## src/rtl/irq_trap_ctrl.sv

```systemverilog
// irq_trap_ctrl: machine-mode interrupt CSRs, timer, arbitration and
// trap handshake with pipe_ctrl.
// Ports: clk_i/rst_i (async active-low), irq_i (async levels),
//   csr_raddr_i/csr_rdata_o (comb read), csr_we_i/waddr/wdata (WB write),
//   inst_valid_i/epc_i (interruptible EXE instr), mret_i,
//   trap_req_o/trap_addr_o/trap_ack_i (redirect handshake), mepc_o.
// Option: define VECTORED_MODE_EN for mtvec mode 01 vectoring.
module irq_trap_ctrl #(
  parameter int NUM_IRQ        = 8,
  parameter int DATA_WIDTH     = 32,
  parameter int ADDR_WIDTH     = 32,
  parameter int CSR_ADDR_WIDTH = 12
) (
  input  logic                      clk_i,
  input  logic                      rst_i,
  input  logic [NUM_IRQ-1:0]        irq_i,
  input  logic [CSR_ADDR_WIDTH-1:0] csr_raddr_i,
  output logic [DATA_WIDTH-1:0]     csr_rdata_o,
  input  logic                      csr_we_i,
  input  logic [CSR_ADDR_WIDTH-1:0] csr_waddr_i,
  input  logic [DATA_WIDTH-1:0]     csr_wdata_i,
  input  logic                      inst_valid_i,
  input  logic [ADDR_WIDTH-1:0]     epc_i,
  input  logic                      mret_i,
  output logic                      trap_req_o,
  output logic [ADDR_WIDTH-1:0]     trap_addr_o,
  input  logic                      trap_ack_i,
  output logic [ADDR_WIDTH-1:0]     mepc_o
);

  typedef enum logic {IDLE, REQ} state_t;

  localparam logic [CSR_ADDR_WIDTH-1:0] A_MSTATUS =
    CSR_ADDR_WIDTH'(12'h300);
  localparam logic [CSR_ADDR_WIDTH-1:0] A_MIE =
    CSR_ADDR_WIDTH'(12'h304);
  localparam logic [CSR_ADDR_WIDTH-1:0] A_MIP =
    CSR_ADDR_WIDTH'(12'h344);
  localparam logic [CSR_ADDR_WIDTH-1:0] A_MTVEC =
    CSR_ADDR_WIDTH'(12'h305);
  localparam logic [CSR_ADDR_WIDTH-1:0] A_MEPC =
    CSR_ADDR_WIDTH'(12'h341);
  localparam logic [CSR_ADDR_WIDTH-1:0] A_MCAUSE =
    CSR_ADDR_WIDTH'(12'h342);
  localparam logic [CSR_ADDR_WIDTH-1:0] A_MTIME =
    CSR_ADDR_WIDTH'(12'h7C0);
  localparam logic [CSR_ADDR_WIDTH-1:0] A_MTCMP =
    CSR_ADDR_WIDTH'(12'h7C1);

  localparam logic [DATA_WIDTH-1:0] MIE_MASK =
    DATA_WIDTH'(((64'd1 << NUM_IRQ) - 64'd1) << 16) |
    DATA_WIDTH'(64'h80);
  localparam logic [DATA_WIDTH-1:0] LOW2 = DATA_WIDTH'(3);
`ifdef VECTORED_MODE_EN
  localparam logic [DATA_WIDTH-1:0] MTVEC_MASK = '1;
`else
  localparam logic [DATA_WIDTH-1:0] MTVEC_MASK = ~LOW2;
`endif

  state_t                  state;
  logic [NUM_IRQ-1:0]      sync1, sync2;
  logic [DATA_WIDTH-1:0]   mie_q, mtvec_q, mepc_q, mcause_q;
  logic [DATA_WIDTH-1:0]   mtime_q, mtcmp_q;
  logic                    st_mie, st_mpie;
  logic [4:0]              cause_q, cause_d;
  logic [DATA_WIDTH-1:0]   mip, enabled, mstatus;
  logic [ADDR_WIDTH-1:0]   base, target;
  logic                    mtip, take, mret_go;
  logic                    wr_mst, wr_mie, wr_mtvec;
  logic                    wr_mepc, wr_mcause, wr_mtcmp;

  assign mtip    = (mtime_q >= mtcmp_q);
  assign enabled = mip & mie_q;
  assign mstatus = DATA_WIDTH'({st_mpie, 3'b000, st_mie, 3'b000});
  assign mepc_o  = ADDR_WIDTH'(mepc_q);

  always_comb begin
    mip = '0;
    mip[7] = mtip;
    mip[16 +: NUM_IRQ] = sync2;
  end

  // Timer wins; descending scan leaves the lowest irq index.
  always_comb begin
    cause_d = 5'd7;
    if (!enabled[7]) begin
      for (int k = NUM_IRQ - 1; k >= 0; k--) begin
        if (enabled[16 + k]) cause_d = 5'(16 + k);
      end
    end
  end

  assign base = ADDR_WIDTH'(mtvec_q) & ~ADDR_WIDTH'(3);
`ifdef VECTORED_MODE_EN
  assign target = (mtvec_q[1:0] == 2'b01) ?
    base + (ADDR_WIDTH'(cause_d) << 2) : base;
`else
  assign target = base;
`endif

  // mret takes precedence over a same-cycle trap.
  assign mret_go = (state == IDLE) && mret_i;
  assign take = (state == IDLE) && st_mie && (|enabled) &&
    inst_valid_i && !mret_i;

  assign wr_mst    = csr_we_i && (csr_waddr_i == A_MSTATUS);
  assign wr_mie    = csr_we_i && (csr_waddr_i == A_MIE);
  assign wr_mtvec  = csr_we_i && (csr_waddr_i == A_MTVEC);
  assign wr_mepc   = csr_we_i && (csr_waddr_i == A_MEPC);
  assign wr_mcause = csr_we_i && (csr_waddr_i == A_MCAUSE);
  assign wr_mtcmp  = csr_we_i && (csr_waddr_i == A_MTCMP);

  always_comb begin
    csr_rdata_o = '0;
    unique case (1'b1)
      (csr_raddr_i == A_MSTATUS): csr_rdata_o = mstatus;
      (csr_raddr_i == A_MIE):     csr_rdata_o = mie_q;
      (csr_raddr_i == A_MIP):     csr_rdata_o = mip;
      (csr_raddr_i == A_MTVEC):   csr_rdata_o = mtvec_q;
      (csr_raddr_i == A_MEPC):    csr_rdata_o = mepc_q;
      (csr_raddr_i == A_MCAUSE):  csr_rdata_o = mcause_q;
      (csr_raddr_i == A_MTIME):   csr_rdata_o = mtime_q;
      (csr_raddr_i == A_MTCMP):   csr_rdata_o = mtcmp_q;
      default:                    csr_rdata_o = '0;
    endcase
  end

  // Later assignments override: trap/mret updates beat CSR writes.
  always_ff @(posedge clk_i or negedge rst_i) begin
    if (!rst_i) begin
      state       <= IDLE;
      sync1       <= '0;
      sync2       <= '0;
      mie_q       <= '0;
      mtvec_q     <= '0;
      mepc_q      <= '0;
      mcause_q    <= '0;
      mtime_q     <= '0;
      mtcmp_q     <= '1;
      st_mie      <= 1'b0;
      st_mpie     <= 1'b0;
      cause_q     <= '0;
      trap_req_o  <= 1'b0;
      trap_addr_o <= '0;
    end else begin
      mtime_q <= mtime_q + DATA_WIDTH'(1);
      sync1   <= irq_i;
      sync2   <= sync1;
      if (wr_mie)    mie_q    <= csr_wdata_i & MIE_MASK;
      if (wr_mtvec)  mtvec_q  <= csr_wdata_i & MTVEC_MASK;
      if (wr_mtcmp)  mtcmp_q  <= csr_wdata_i;
      if (wr_mepc)   mepc_q   <= csr_wdata_i & ~LOW2;
      if (wr_mcause) mcause_q <= csr_wdata_i;
      if (wr_mst) begin
        st_mie  <= csr_wdata_i[3];
        st_mpie <= csr_wdata_i[7];
      end
      if (mret_go) begin
        st_mie  <= st_mpie;
        st_mpie <= 1'b1;
      end
      unique case (state)
        IDLE: begin
          if (take) begin
            state       <= REQ;
            trap_req_o  <= 1'b1;
            cause_q     <= cause_d;
            trap_addr_o <= target;
          end
        end
        REQ: begin
          if (trap_ack_i) begin
            state      <= IDLE;
            trap_req_o <= 1'b0;
            mepc_q     <= DATA_WIDTH'(epc_i) & ~LOW2;
            mcause_q   <= {1'b1, (DATA_WIDTH-1)'(cause_q)};
            st_mpie    <= st_mie;
            st_mie     <= 1'b0;
          end
        end
        default: state <= IDLE;
      endcase
    end
  end

endmodule
```

## config.mk

```make
export PLATFORM = sky130hd
export DESIGN_NAME = irq_trap_ctrl
export DESIGN_NICKNAME = d
export VERILOG_FILES = /design/src/rtl/irq_trap_ctrl.sv
export SDC_FILE = /design/constraint.sdc
export NUM_CORES = 1
export LEC_CHECK = 0
export ABC_CLOCK_PERIOD_IN_PS = 2550
export BUFFER_PORTS_ARGS = -buffer_cell sky130_fd_sc_hd__buf_2
export CAP_MARGIN = 20
export CORE_MARGIN = 2
export CORE_UTILIZATION = 50
export DETAILED_ROUTE_END_ITERATION = 16
export GPL_ROUTABILITY_DRIVEN = 0
export MAX_ROUTING_LAYER = met4
export PLACE_DENSITY = 0.76
export SLEW_MARGIN = 20
export SYNTH_ARGS = -nofsm -noshare
export SYNTH_HDL_FRONTEND = slang
export SYNTH_SLANG_ARGS = --single-unit
```

## constraint.sdc

```tcl
create_clock -name clk_i -period 2.55 [get_ports clk_i]
set_clock_uncertainty 0.1 [all_clocks]
set_input_delay 0.51 -clock clk_i [delete_from_list [all_inputs] [get_ports clk_i]]
set_output_delay 0.51 -clock clk_i [all_outputs]
set_load 0.03 [all_outputs]
```

**Word level (Yosys, flattened, before mapping)**

Index checks and enable logic that the tools add are counted.

- Multiplexer cells: 30
- Order comparisons: 1
- Equal/unequal tests: 16
- Bitwise operators: 2
- Add/sub/neg operators: 1
- Reductions and logical operators: 15

Operators with widths:

| kind | number |
|---|---|
| 32-bit case mux with 8 select lines | 1 |
| 32-bit two-way mux | 6 |
| 12-bit by 10-bit == test with 1-bit output (second input constant) | 11 |
| 5-bit two-way mux | 9 |
| 12-bit by 11-bit == test with 1-bit output (second input constant) | 3 |
| 32-bit by 1-bit adder with 32-bit output (second input constant) | 1 |
| 32-bit greater-or-equal comparator | 1 |
| 32-bit OR reduction | 1 |
| 24-bit AND | 1 |
| 1-bit two-way mux | 12 |
| 1-bit logical AND | 11 |
| 2-bit != test (second input constant) | 2 |
| 1-bit case mux with 2 select lines | 2 |
| 2-bit AND reduction | 2 |
| 1-bit logical NOT | 1 |
| 1-bit inverter | 1 |

- Logic and storage cells: 79
- Register bits after elaboration: 222
- Bits of input ports: 102
- Output and inout bits: 97

**Depth between registers and ports, before layout**

- Depth after elaboration: 11
- Gate-level depth with buffers: 9
- Mapped depth without buffers: 8

**Worst setup path before layout**

No wires, ideal clock.

- Kind: input port to output port
- Start: in csr_raddr_i[11]
- End: out csr_rdata_o[7]
- Path slack: -339 ps
- Buffers on the path: 0
- Arrival time: 2279 ps
- Data required time: 1940 ps
- Stages on the path: 6
- Path through: nand3b_1 -> or3_1 -> or4_1 -> nor4_4 -> a222oi_1 -> nand4_1

- Word-level cells in the longest chain between the ends: 2

RTL lines:

| what | line | source |
|---|---|---|
| start: declaration | 17 | `input logic [CSR_ADDR_WIDTH-1:0] csr_raddr_i,` |
| 12-bit by 11-bit == test with 1-bit output, or another cell as far along | 123 | `(csr_raddr_i == A_MTCMP): csr_rdata_o = mtcmp_q;` |
| 32-bit case mux with 8 select lines (*) | 115 | `unique case (1'b1)` |
| end: declaration | 18 | `output logic [DATA_WIDTH-1:0] csr_rdata_o,` |

Mark *: on every way between the ends. The rest lies on a longest branch, timed or not.

**Worst setup path in the final report**

- Start: reg mtcmp_q[1]
- End: out csr_rdata_o[7]

- Word-level cells in the longest chain between the ends: 2

RTL lines:

| what | line | source |
|---|---|---|
| start: declaration | 63 | `logic [DATA_WIDTH-1:0] mtime_q, mtcmp_q;` |
| start signal: assignment | 151 | `if (wr_mtcmp) mtcmp_q <= csr_wdata_i;` |
| 32-bit greater-or-equal comparator | 72 | `assign mtip = (mtime_q >= mtcmp_q);` |
| 32-bit case mux with 8 select lines | 115 |  |

Every way passes these cells.

==> flow_summary.yaml <==
clock_network:
  htree_num_levels: 1
  cts_made_buffers: 24
  cts_tree: "done"
  numClockSinks: 221
  clk_latency_ns: 0.52
  ctsLongestPathBuffers: 3
  clk_pin_slew_ns: 0.06
  cts-root-buf: "clkbuf_16"
power:
  sequentialPowerShare_pct: 46.8
  p_sw_w: 0.00181
  peakVddDrop_mv: 0.537
  p_leak_nw: 7.17
  p_int_w: 0.00598
  clkPwrFrac_pct: 46.8
  p_sw_share_pct: 23.2
  p_comb_share_pct: 6.3
  pwr_density_cell_nw_per_um2: 531
placement:
  place_area_um2: 12900
  placed_cells: 1517
  dpl.hpwl_um: 21000
  port_buffers: 194
grt:
  grt_pass1_wl_um: 50800
  grt_antenna_before_repair: 7
  grt_max_degree: 66
  grt.total_usage_pct: 30.3
  grt_pass1_vias: 9399
  overflow: 0
setup_path:
  cp-start-kind: "flop"
  cp_max_fo: 2
  crit_arrival_ns: 2.71
  crit_required_ns: 1.94
  critPathKind: "flop to output pin"
  critPathCaptureType: "output pin"
  r2r_cells: 11
timing:
  slew_headroom_pct: 62.0
  worstMarginPinSlew_ns: 0.564
  fin_crit_ns: 3.32
  layout_setup_ws_ns: -0.774
  setup_viol: 66
  hold_viol_final: 0
  period_share_pct: 130
  slew_viol_final: 0
  rsz0062_at_grt: "true"
  clock.fmax_mhz: 301
synth:
  syn_avg_cell_area_um2: 10.8
  netlist_instances: 978
  async_flop_share_pct: 100
  netlist_area_um2: 10500
  synth-seq-cells: 221
  synth_cell_types: 55
  synth_ff_type: "dfrtp_1"
  synth_warnings: 0
  synth-edff-count: 0
  yosysSeqAreaShare_pct: 52.9
drt:
  drtIter0Drc: 858
  post-route-drc-count: 0
  firstDrtPassIters: 8
  vias_per_cell: 5.86
  wl_per_cell_um: 20.7
  vias: 9375
  ant_nets: 0
  wirelength_um: 33100
floorplanning:
  die_y_um: 149
  dieArea_um2: 22200
  initial_utilization_pct: 50.6
  core_um2: 20800
  rows: 53
  ios: 199
  die_x_um: 149
layout:
  fill_cells: 1423
  area_growth_syn_to_layout_pct: 39.3
  design_area_um2: 14700
  fin_nets: 1436
  drive_above_1_share_pct: 42.6
  final_cells: 1601
job:
  drv_cap: 0
run_status:
  outcome: "finished, violations left"
  violations: "setup timing"
min_path:
  whs_path_depth: 2
  hp-class: "primary input to flop"
## synth_stat cells (5+ instances only)
cell type	number	share of area, %
xor2_1	9	0.75
mux2_1	9	0.96
a31oi_1	6	0.36
nand2_1	186	6.6
a222oi_1	39	3.7
a22oi_1	24	1.7
xnor2_1	21	1.7
and4_1	6	0.50
mux2_2	62	6.6
nand3_1	30	1.4
dfrtp_1	189	45
nor2_1	21	0.75
buf_6	8	0.86
nand4_1	13	0.77
clkbuf_1	32	1.1
buf_2	8	0.38
a21oi_1	44	2.1
inv_1	37	1.3
o21ai_0	72	3.4
dfstp_2	32	8.0
mux2i_1	31	2.9
nor3_1	5	0.24
ha_1	33	3.9
## power by group through the flow
stage	Combinational (W)	Clock (W)	Sequential, W
global placement	0.000458	0	0.00371
floorplan	0.0000900	0	0.00379
CTS	0.000488	0.00367	0.00365
detailed placement	0.000468	0	0.00371
global route	0.000540	0.00383	0.00366
finish	0.000494	0.00365	0.00365
## path summary, 6_finish.rpt
path                                         start                     endpoint  slack, ns
hold / removal                          trap_ack_i              state$_DFF_PN0_       0.08
hold reg to reg                 sync1[4]$_DFF_PN0_           sync2[4]$_DFF_PN0_       0.25
min in group asynchronous                    rst_i       mcause_q[10]$_DFF_PN0_       0.44
setup reg to reg           mtcmp_q[15]$_DFFE_PN1P_  trap_addr_o[20]$_DFFE_PN0P_      -0.36
max in group asynchronous                    rst_i      mtcmp_q[28]$_DFFE_PN1P_       1.14
setup / recovery            mtcmp_q[1]$_DFFE_PN1P_               csr_rdata_o[7]      -0.77
## worst max-delay path: stages (launching register included)
cell and delay, ns:
dfstp_2 0.54, inv_1 0.06, ha_1 0.31, a2111oi_4 0.36
o32a_1 0.28, a21oi_2 0.09, o21ai_1 0.16, nand4_1 0.19
buf_6 0.20
## cell families (layout without fill, tap and decap cells)
group                      Yosys count  after routing  share of synthesized area (%)
xor gates and xnor gates            30             30                           2.49
and+or+nand+nor                    300            300                           13.5
muxes                              102            102                           10.5
DFF                                221            221                           52.9
buffers and inverters               89            429                           3.98
AOI/OAI and AO/OA                  202            202                           12.7
adders and majority gates           33             33                           3.92
other                                1              9                         0.0356
## per-stage QoR
step	power, W	hold WS (ns)	setup TNS [ns]	utilization, %	worst slack, ns
floorplan	0.00388	0.114	-5.11	-	-0.295
global placement	0.00417	0.233	-24.33	61.9	-0.562
detailed placement	0.00418	0.235	-27.80	61.9	-0.603
CTS	0.00780	0.000710	-24.30	69.8	-0.745
global route	0.00804	0.0978	-31.90	70.5	-0.877
finish	0.00780	0.0842	-27.73	70.5	-0.774
## flip-flops by register name, summed over array words and instances, names as in the netlist
signal and flops:
cause_q 4, mcause_q 32, mepc_o 32, mie_q 9, mtcmp_q 32, mtime_q 32, mtvec_q 30, st_mie 1
st_mpie 1, state 1, sync1 8, sync2 8, trap_addr_o 30, trap_req_o 1
## final cells by class
class	count	area (um^2)	area share, %
flip-flops and latches	221	5570	38.0
multi-input cells	669	5010	34.1
repair buffers	348	2760	18.8
clock buffers	33	696	4.74
well taps	275	344	2.35
inverters	37	139	0.947
clock inverters	11	135	0.921
diodes	7	17.5	0.119
## repair_timing
action	CTS	global route
endpoints found under the hold margin	58	1
resized for setup	120	16
buffers inserted	17	6
gates cloned	3	2
setup endpoints to repair	65	66
pin swaps	31	21
hold buffers	8	1
## layout by cell type, fill, tap and decap left out, types with 21 or more instances in the layout
master,n
dfrtp_1,189
nand2_1,163
buf_2,157
buf_4,111
o21ai_0,69
mux2_2,62
buf_6,43
a21oi_1,41
a222oi_1,39
dfstp_2,32
mux2i_1,31
inv_1,28
clkbuf_16,27
a22oi_1,23
nand2_2,23
buf_12,23
xnor2_1,21
## layer usage
layer  vias up  GRT usage [%]  routed length (um)
met4         0           12.5                1190
met1      4651           37.3               13100
met5         -              -                   0
li1       4201              -                   -
met2       435           49.7               16400
met3        88           5.60                2410
Power figures use the tool's default switching activity.
